<file path="src/rtl/wb_arbiter.sv">
// Two-master Wishbone arbiter: round-robin grant of whole bus cycles between
// the JTAG and CPU masters, with a watchdog that aborts stalled strobes.
module wb_arbiter #(
    parameter int TIMEOUT = 1024
) (
    input  logic        sys_clk,
    input  logic        sys_rst,
    input  logic [31:0] m0_adr_i,
    input  logic [31:0] m0_dat_i,
    input  logic [3:0]  m0_sel_i,
    input  logic        m0_we_i,
    input  logic        m0_stb_i,
    input  logic        m0_cyc_i,
    output logic [31:0] m0_dat_o,
    output logic        m0_ack_o,
    output logic        m0_err_o,
    input  logic [31:0] m1_adr_i,
    input  logic [31:0] m1_dat_i,
    input  logic [3:0]  m1_sel_i,
    input  logic        m1_we_i,
    input  logic        m1_stb_i,
    input  logic        m1_cyc_i,
    output logic [31:0] m1_dat_o,
    output logic        m1_ack_o,
    output logic        m1_err_o,
    output logic [31:0] wb_adr_o,
    output logic [31:0] wb_dat_o,
    output logic [3:0]  wb_sel_o,
    output logic        wb_we_o,
    output logic        wb_stb_o,
    output logic        wb_cyc_o,
    input  logic [31:0] wb_dat_i,
    input  logic        wb_ack_i
);
    localparam int WD_W = (TIMEOUT > 0) ? $clog2(TIMEOUT + 1) : 1;
    localparam logic [WD_W-1:0] WD_LAST = WD_W'(TIMEOUT - 1);
    localparam bit WD_ON = (TIMEOUT != 0) ? 1'b1 : 1'b0;

    typedef enum logic [1:0] {
        ST_IDLE  = 2'd0,
        ST_GRANT = 2'd1,
        ST_ABORT = 2'd2
    } state_t;

    state_t          state_r;
    logic            gnt_r;
    logic            last_r;
    logic [WD_W-1:0] wd_r;

    logic gnt_cyc_s;
    logic gnt_stb_s;
    logic winner_s;
    logic stall_s;
    logic expire_s;

    // Arbitration winner and watchdog expiry decode
    always_comb begin
        gnt_cyc_s = gnt_r ? m1_cyc_i : m0_cyc_i;
        gnt_stb_s = gnt_r ? m1_stb_i : m0_stb_i;
        if (m0_cyc_i && m1_cyc_i) begin
            winner_s = ~last_r;
        end else if (m1_cyc_i) begin
            winner_s = 1'b1;
        end else begin
            winner_s = 1'b0;
        end
        stall_s  = (state_r == ST_GRANT) && gnt_stb_s && !wb_ack_i;
        expire_s = WD_ON && stall_s && (wd_r == WD_LAST);
    end

    // Slave-side mux from the granted master and response routing back to it
    always_comb begin
        wb_adr_o = 32'd0;
        wb_dat_o = 32'd0;
        wb_sel_o = 4'd0;
        wb_we_o  = 1'b0;
        wb_stb_o = 1'b0;
        wb_cyc_o = 1'b0;
        m0_ack_o = 1'b0;
        m1_ack_o = 1'b0;
        m0_err_o = 1'b0;
        m1_err_o = 1'b0;
        if (state_r == ST_GRANT) begin
            if (gnt_r) begin
                wb_adr_o = m1_adr_i;
                wb_dat_o = m1_dat_i;
                wb_sel_o = m1_sel_i;
                wb_we_o  = m1_we_i;
                wb_stb_o = m1_stb_i;
                wb_cyc_o = m1_cyc_i;
                m1_ack_o = wb_ack_i;
                m1_err_o = expire_s;
            end else begin
                wb_adr_o = m0_adr_i;
                wb_dat_o = m0_dat_i;
                wb_sel_o = m0_sel_i;
                wb_we_o  = m0_we_i;
                wb_stb_o = m0_stb_i;
                wb_cyc_o = m0_cyc_i;
                m0_ack_o = wb_ack_i;
                m0_err_o = expire_s;
            end
        end else begin
            // IDLE and ABORT keep the slave bus released
            wb_stb_o = 1'b0;
            wb_cyc_o = 1'b0;
        end
    end

    assign m0_dat_o = wb_dat_i;
    assign m1_dat_o = wb_dat_i;

    // Bus-ownership state machine with watchdog counter
    always_ff @(posedge sys_clk) begin
        if (sys_rst) begin
            state_r <= ST_IDLE;
            gnt_r   <= 1'b0;
            last_r  <= 1'b1;
            wd_r    <= '0;
        end else begin
            case (state_r)
                ST_IDLE: begin
                    if (m0_cyc_i || m1_cyc_i) begin
                        state_r <= ST_GRANT;
                        gnt_r   <= winner_s;
                        last_r  <= winner_s;
                        wd_r    <= '0;
                    end else begin
                        state_r <= ST_IDLE;
                    end
                end
                ST_GRANT: begin
                    if (!gnt_cyc_s) begin
                        state_r <= ST_IDLE;
                    end else if (expire_s) begin
                        state_r <= ST_ABORT;
                    end else begin
                        state_r <= ST_GRANT;
                    end
                    // Any ack or idle strobe restarts the stall count
                    if (stall_s) begin
                        wd_r <= wd_r + WD_W'(1);
                    end else begin
                        wd_r <= '0;
                    end
                end
                ST_ABORT: begin
                    if (!gnt_cyc_s) begin
                        state_r <= ST_IDLE;
                    end else begin
                        state_r <= ST_ABORT;
                    end
                end
                default: begin
                    state_r <= ST_IDLE;
                end
            endcase
        end
    end
endmodule

</file>
<file path="config.mk">
export PLATFORM = sky130hd
export DESIGN_NAME = wb_arbiter
export DESIGN_NICKNAME = d
export VERILOG_FILES = /design/src/rtl/wb_arbiter.sv
export SDC_FILE = /design/constraint.sdc
export NUM_CORES = 1
export LEC_CHECK = 0
export BUFFER_PORTS_ARGS = -buffer_cell sky130_fd_sc_hd__buf_2
export CORE_AREA = 2 2 123 125
export DETAILED_ROUTE_END_ITERATION = 6
export DIE_AREA = 0 0 125 127
export PLACE_DENSITY = 0.53
export SYNTH_ARGS = -nofsm -noshare
export SYNTH_HDL_FRONTEND = slang
export SYNTH_SLANG_ARGS = --single-unit
</file>
<file path="constraint.sdc">
create_clock -name sys_clk -period 1.6 [get_ports sys_clk]
set_input_delay 0.16 -clock sys_clk [delete_from_list [all_inputs] [get_ports sys_clk]]
set_output_delay 0.16 -clock sys_clk [all_outputs]
set_load 0.02 [all_outputs]
</file>
## Yosys cells after proc, flatten, opt, wreduce, memory -nomap -nowiden

Index checks and enable logic that the tools add are counted.

- $add $sub $neg: 1
- Multipliers: 0
- Div/mod/pow operators: 0
- Order comparisons: 0
- Eq/ne operators: 4
- Shift-type cells: 0
- Mux-type cells: 30
- Bitwise gates (word level): 1
- Reductions and logical operators: 10

Operator list:

| cell | number |
|---|---|
| 32-bit 2-to-1 mux | 4 |
| 11-bit 2-to-1 mux | 2 |
| 11-bit one-hot mux with 2 select lines | 1 |
| 1-bit 2-to-1 mux | 17 |
| 11-bit by 1-bit adder with 11-bit output (second input constant) | 1 |
| 11-bit by 10-bit equality test with 1-bit output (second input constant) | 1 |
| 4-bit 2-to-1 mux | 2 |
| 2-bit 2-to-1 mux | 3 |
| 2-bit one-hot mux with 3 select lines | 1 |
| 1-bit logical AND | 4 |
| 2-bit AND reduction | 2 |
| 2-bit by 1-bit equality test with 1-bit output (second input constant) | 1 |
| 2-bit equality test (second input constant) | 1 |
| 2-bit zero test | 1 |
| 2-bit inequality test (second input constant) | 1 |
| 2-bit nonzero test | 1 |
| 1-bit zero test | 1 |
| 1-bit logical OR | 1 |
| 1-bit NOT | 1 |

- Flip-flop bits (word level): 15
- Latch bits: 0
- Memory bits (writable): 0
- Memory bits (read-only): 0
- Word-level logic and storage cells: 50
- Memories kept: 0

## Depth between registers and ports, before layout

- Depth in word-level cells: 7
- Gate-level depth with buffers: 6

## Worst setup path after synthesis

OpenSTA, ideal clock, no wires.

- Path type: register -> output
- Start: register wd_r[0]
- End: output port m0_err_o
- Data arrival time: 1909 ps
- Data required time: 1440 ps
- Setup slack: -469 ps
- Stages on the path, launching flop included: 6
- Buffers on the path: 0
- Cells stage by stage: dfxtp_1 -> ha_1 -> nand2_1 -> or2_2 -> or4_4 -> nor3_1

- Longest elaborated chain between the ends: 4

Ends and longest elaborated chain:

| what | line | text |
|---|---|---|
| from (decl) | 48 | `logic [WD_W-1:0] wd_r;` |
| from (signal assigned) | 142 | `wd_r <= wd_r + WD_W'(1);` |
| 11-bit by 10-bit equality test with 1-bit output | 68 | `expire_s = WD_ON && stall_s && (wd_r == WD_LAST);` |
| 1-bit logical AND | 68 |  |
| 1-bit 2-to-1 mux | 84 | `if (gnt_r) begin` |
| 1-bit 2-to-1 mux | 83 | `if (state_r == ST_GRANT) begin` |
| to (decl) | 16 | `output logic m0_err_o,` |

Every way passes these cells.

## Final worst setup path

Ends and elaborated chain as after synthesis.

==> flow_summary.json <==
{
  "wl_mm": 14.3,
  "maxSlewHeadroom": 0.768,
  "syn_nets": 420,
  "powerDensity_nw_per_um2": 605,
  "fin_crit_sh": 1.25,
  "hpwlAfterDp_mm": 9.60,
  "period_needed_ps": 2010,
  "grt_pass1_wl_mm": 18.8,
  "num_vias": 2786,
  "cp_cell_sequence": "ha_4 -> nand2_2 -> or2_4 -> or4_4 -> nor3_4 -> buf_6",
  "dpl-instance-area_um2": 3040,
  "crit_path_top_delay_cell": "or4_4",
  "synth-compound-area-share": 0.357,
  "synthCells": 242,
  "setup-violations-final": 74,
  "fin_skew_ps": 3.54,
  "drive_gt1_frac": 0.751,
  "clock_sinks": 15,
  "syn2layout_area_growth_pct": 138,
  "fin_ws_ps": -405,
  "power_leakage_nw": 2.17,
  "rsz0062_at_grt": "yes",
  "status": "complete, but fails checks",
  "num-fill-cells": 1495,
  "worst_ep_required_time_ps": 1440,
  "worstSetupEndpointType": "output port",
  "hold_buffers": 0,
  "grt_overflow_total": 0,
  "via_per_inst": 4.35,
  "io_pins": 316,
  "wl_met1_mm": 4.83,
  "drt-initial-drc-count": 100,
  "hold_violations": 0,
  "ir_worst_vdd_v": 0.000280,
  "synthMuxAreaShare": 0.0104,
  "yosys_warnings": 0,
  "fp-row-count": 44,
  "grt_max_degree": 17,
  "fin_area_um2": 4590,
  "wire_per_inst_um": 22.4,
  "start_util": 0.134,
  "ys_ff_latch": 15,
  "drc": 0,
  "htree_levels": 1,
  "synth-async-reset-ratio": 0,
  "critical_path_depth": 6,
  "synth_top_family_by_area": "compound AO/OA/AOI/OAI gates",
  "maxCapViolations": 0,
  "top_layer_used": "met5",
  "synthFlopType": "dfxtp_1",
  "port_buffers": 219,
  "synth_adder_area_share": 0.00649,
  "finalNetCount": 632,
  "reg2reg_depth": 6,
  "synth-edff-count": 0,
  "cpPeakStageDelay_ps": 560,
  "yosys.area_share.simple": 0.139,
  "tightest_slew_ps": 345,
  "crit_arrival_ps": 1850,
  "gp_congestion": 0.744,
  "die_h_um": 127,
  "grt_pass1_vias": 2783,
  "cts-root-buf": "clkbuf_16",
  "tritoncts": "yes",
  "antenna_found_initial": 5,
  "wl_met3_mm": 1.80,
  "hold_path_class": "input port to flip-flop",
  "clkLatencyLatePin_ps": 250,
  "clkTransAtPathRegs_ps": 50,
  "crit_path_start_kind": "flip-flop",
  "clockBufferDepth": 2,
  "die-area_um2": 15900,
  "ys_seq_area_frac": 0.156,
  "cts_buffers": 3,
  "synthesis.area_um2": 1930,
  "hold_depth": 2,
  "avgSynthCellArea_um2": 7.97,
  "first_pass_iters": 4,
  "routed-wl-met2_mm": 7.10,
  "worstPathMaxFanout": 3,
  "drv_slew": 0,
  "fmax_ghz": 0.499,
  "grt_usage": 0.161,
  "crit_type": "flip-flop to output port",
  "violations": "setup timing",
  "core-area_um2": 14400,
  "cp.buffers_inverters": 1,
  "synth_cell_types": 36,
  "fin_util": 0.319,
  "ant_nets": 0,
  "synth-xor-area-share": 0.0409,
  "die_w_um": 125,
  "crit_family": "simple AND/OR/NAND/NOR gates"
}
Yosys cell counts (2+ instances only):
| library cell | count | share of area |
|---|---|---|
| a21oi_1 | 2 | 0.0052 |
| clkbuf_1 | 17 | 0.033 |
| nor2_1 | 18 | 0.035 |
| mux2i_1 | 2 | 0.010 |
| nand4_1 | 2 | 0.0065 |
| o21ai_0 | 2 | 0.0052 |
| xnor2_1 | 9 | 0.041 |
| nor3_1 | 3 | 0.0078 |
| buf_4 | 65 | 0.25 |
| dfxtp_1 | 15 | 0.16 |
| nand2_1 | 8 | 0.016 |
| nor4_1 | 5 | 0.016 |
| and2_1 | 2 | 0.0065 |
| a22o_1 | 70 | 0.32 |
area by class of cell:
cell class	count	area, µm²	area share
Clock buffer	3	75.1	0.0163
Sequential cell	15	305	0.0664
Tap cell	184	230	0.0501
Antenna cell	3	7.51	0.00163
Inverter	1	3.75	0.000817
Clock inverter	1	7.51	0.00163
Timing Repair Buffer	289	2590	0.563
Multi-Input combinational cell	144	1380	0.300
final timing paths:
path	slack [ps]	to	from
hold / removal	180	state_r[1]	sys_rst
setup / recovery	-410	m0_err_o	wd_r[0]
setup reg to reg	-160	state_r[1]	wd_r[0]
hold reg to reg	490	last_r	last_r
flip-flops by register name, indices dropped and copies added (netlist names):
signal	count
wd_r	11
gnt_r	1
last_r	1
state_r	2
cells in the final DEF (no fill, tap or decap), types with 2 or more instances in the layout:
cell type	count
nor2_4	2
diode_2	3
a22o_4	21
buf_2	146
clkbuf_16	6
buf_6	72
a22o_1	49
nand4_1	2
mux2i_1	2
buf_16	12
nor3_4	2
buf_12	15
nand2_1	7
buf_4	39
dfxtp_1	11
nor4_1	4
nor2_1	15
xnor2_1	9
and2_4	2
dfxtp_2	4
o21ai_0	2
cell families (layout without fill, tap and decap cells):
group / count (synthesis) / in the layout
buffers and inverters: 84 / 294
AOI/OAI and AO/OA: 80 / 81
and+or+nand+nor: 51 / 51
DFF: 15 / 15
xor gates and xnor gates: 9 / 9
muxes: 2 / 2
adders and majority gates: 1 / 1
other: 0 / 3
per-stage QoR:
stage / instances / worst slack, ps / hold WS [ps] / power, mW / setup TNS, ps
after CTS: 627 / -422 / 145 / 2.71 / -18530
after detailed placement: 593 / -173 / 320 / 1.51 / -650
after floorplan: 242 / -111 / 232 / 1.19 / -175
after global placement: 593 / -168 / 320 / 1.52 / -512
after global routing: 640 / -462 / 197 / 2.90 / -19920
final: 640 / -405 / 184 / 2.78 / -16270
power breakdown:
group / total [mW] / internal (mW) / switching, mW
Sequential: 0.394 / 0.385 / 0.00879
Clock: 0.498 / 0.337 / 0.161
Combinational: 1.89 / 1.04 / 0.843
Total: 2.78 / 1.77 / 1.01
per-layer routing:
metal | vias to the layer above | track usage
met3 | 44 | 0.0812
met1 | 1269 | 0.164
li1 | 1269 | -
met5 | - | 0
met2 | 200 | 0.279
met4 | 4 | 0.0686
repair_timing:
| item | 4_1_cts | 5_1_grt |
|---|---|---|
| pin swaps | 27 | 19 |
| endpoints found under the hold margin | 0 | 0 |
| cloned | 16 | 4 |
| buffers inserted | 14 | 10 |
| setup endpoints to repair | 79 | 83 |
| gates resized for setup | 183 | 15 |
Power figures use the tool's default switching activity.
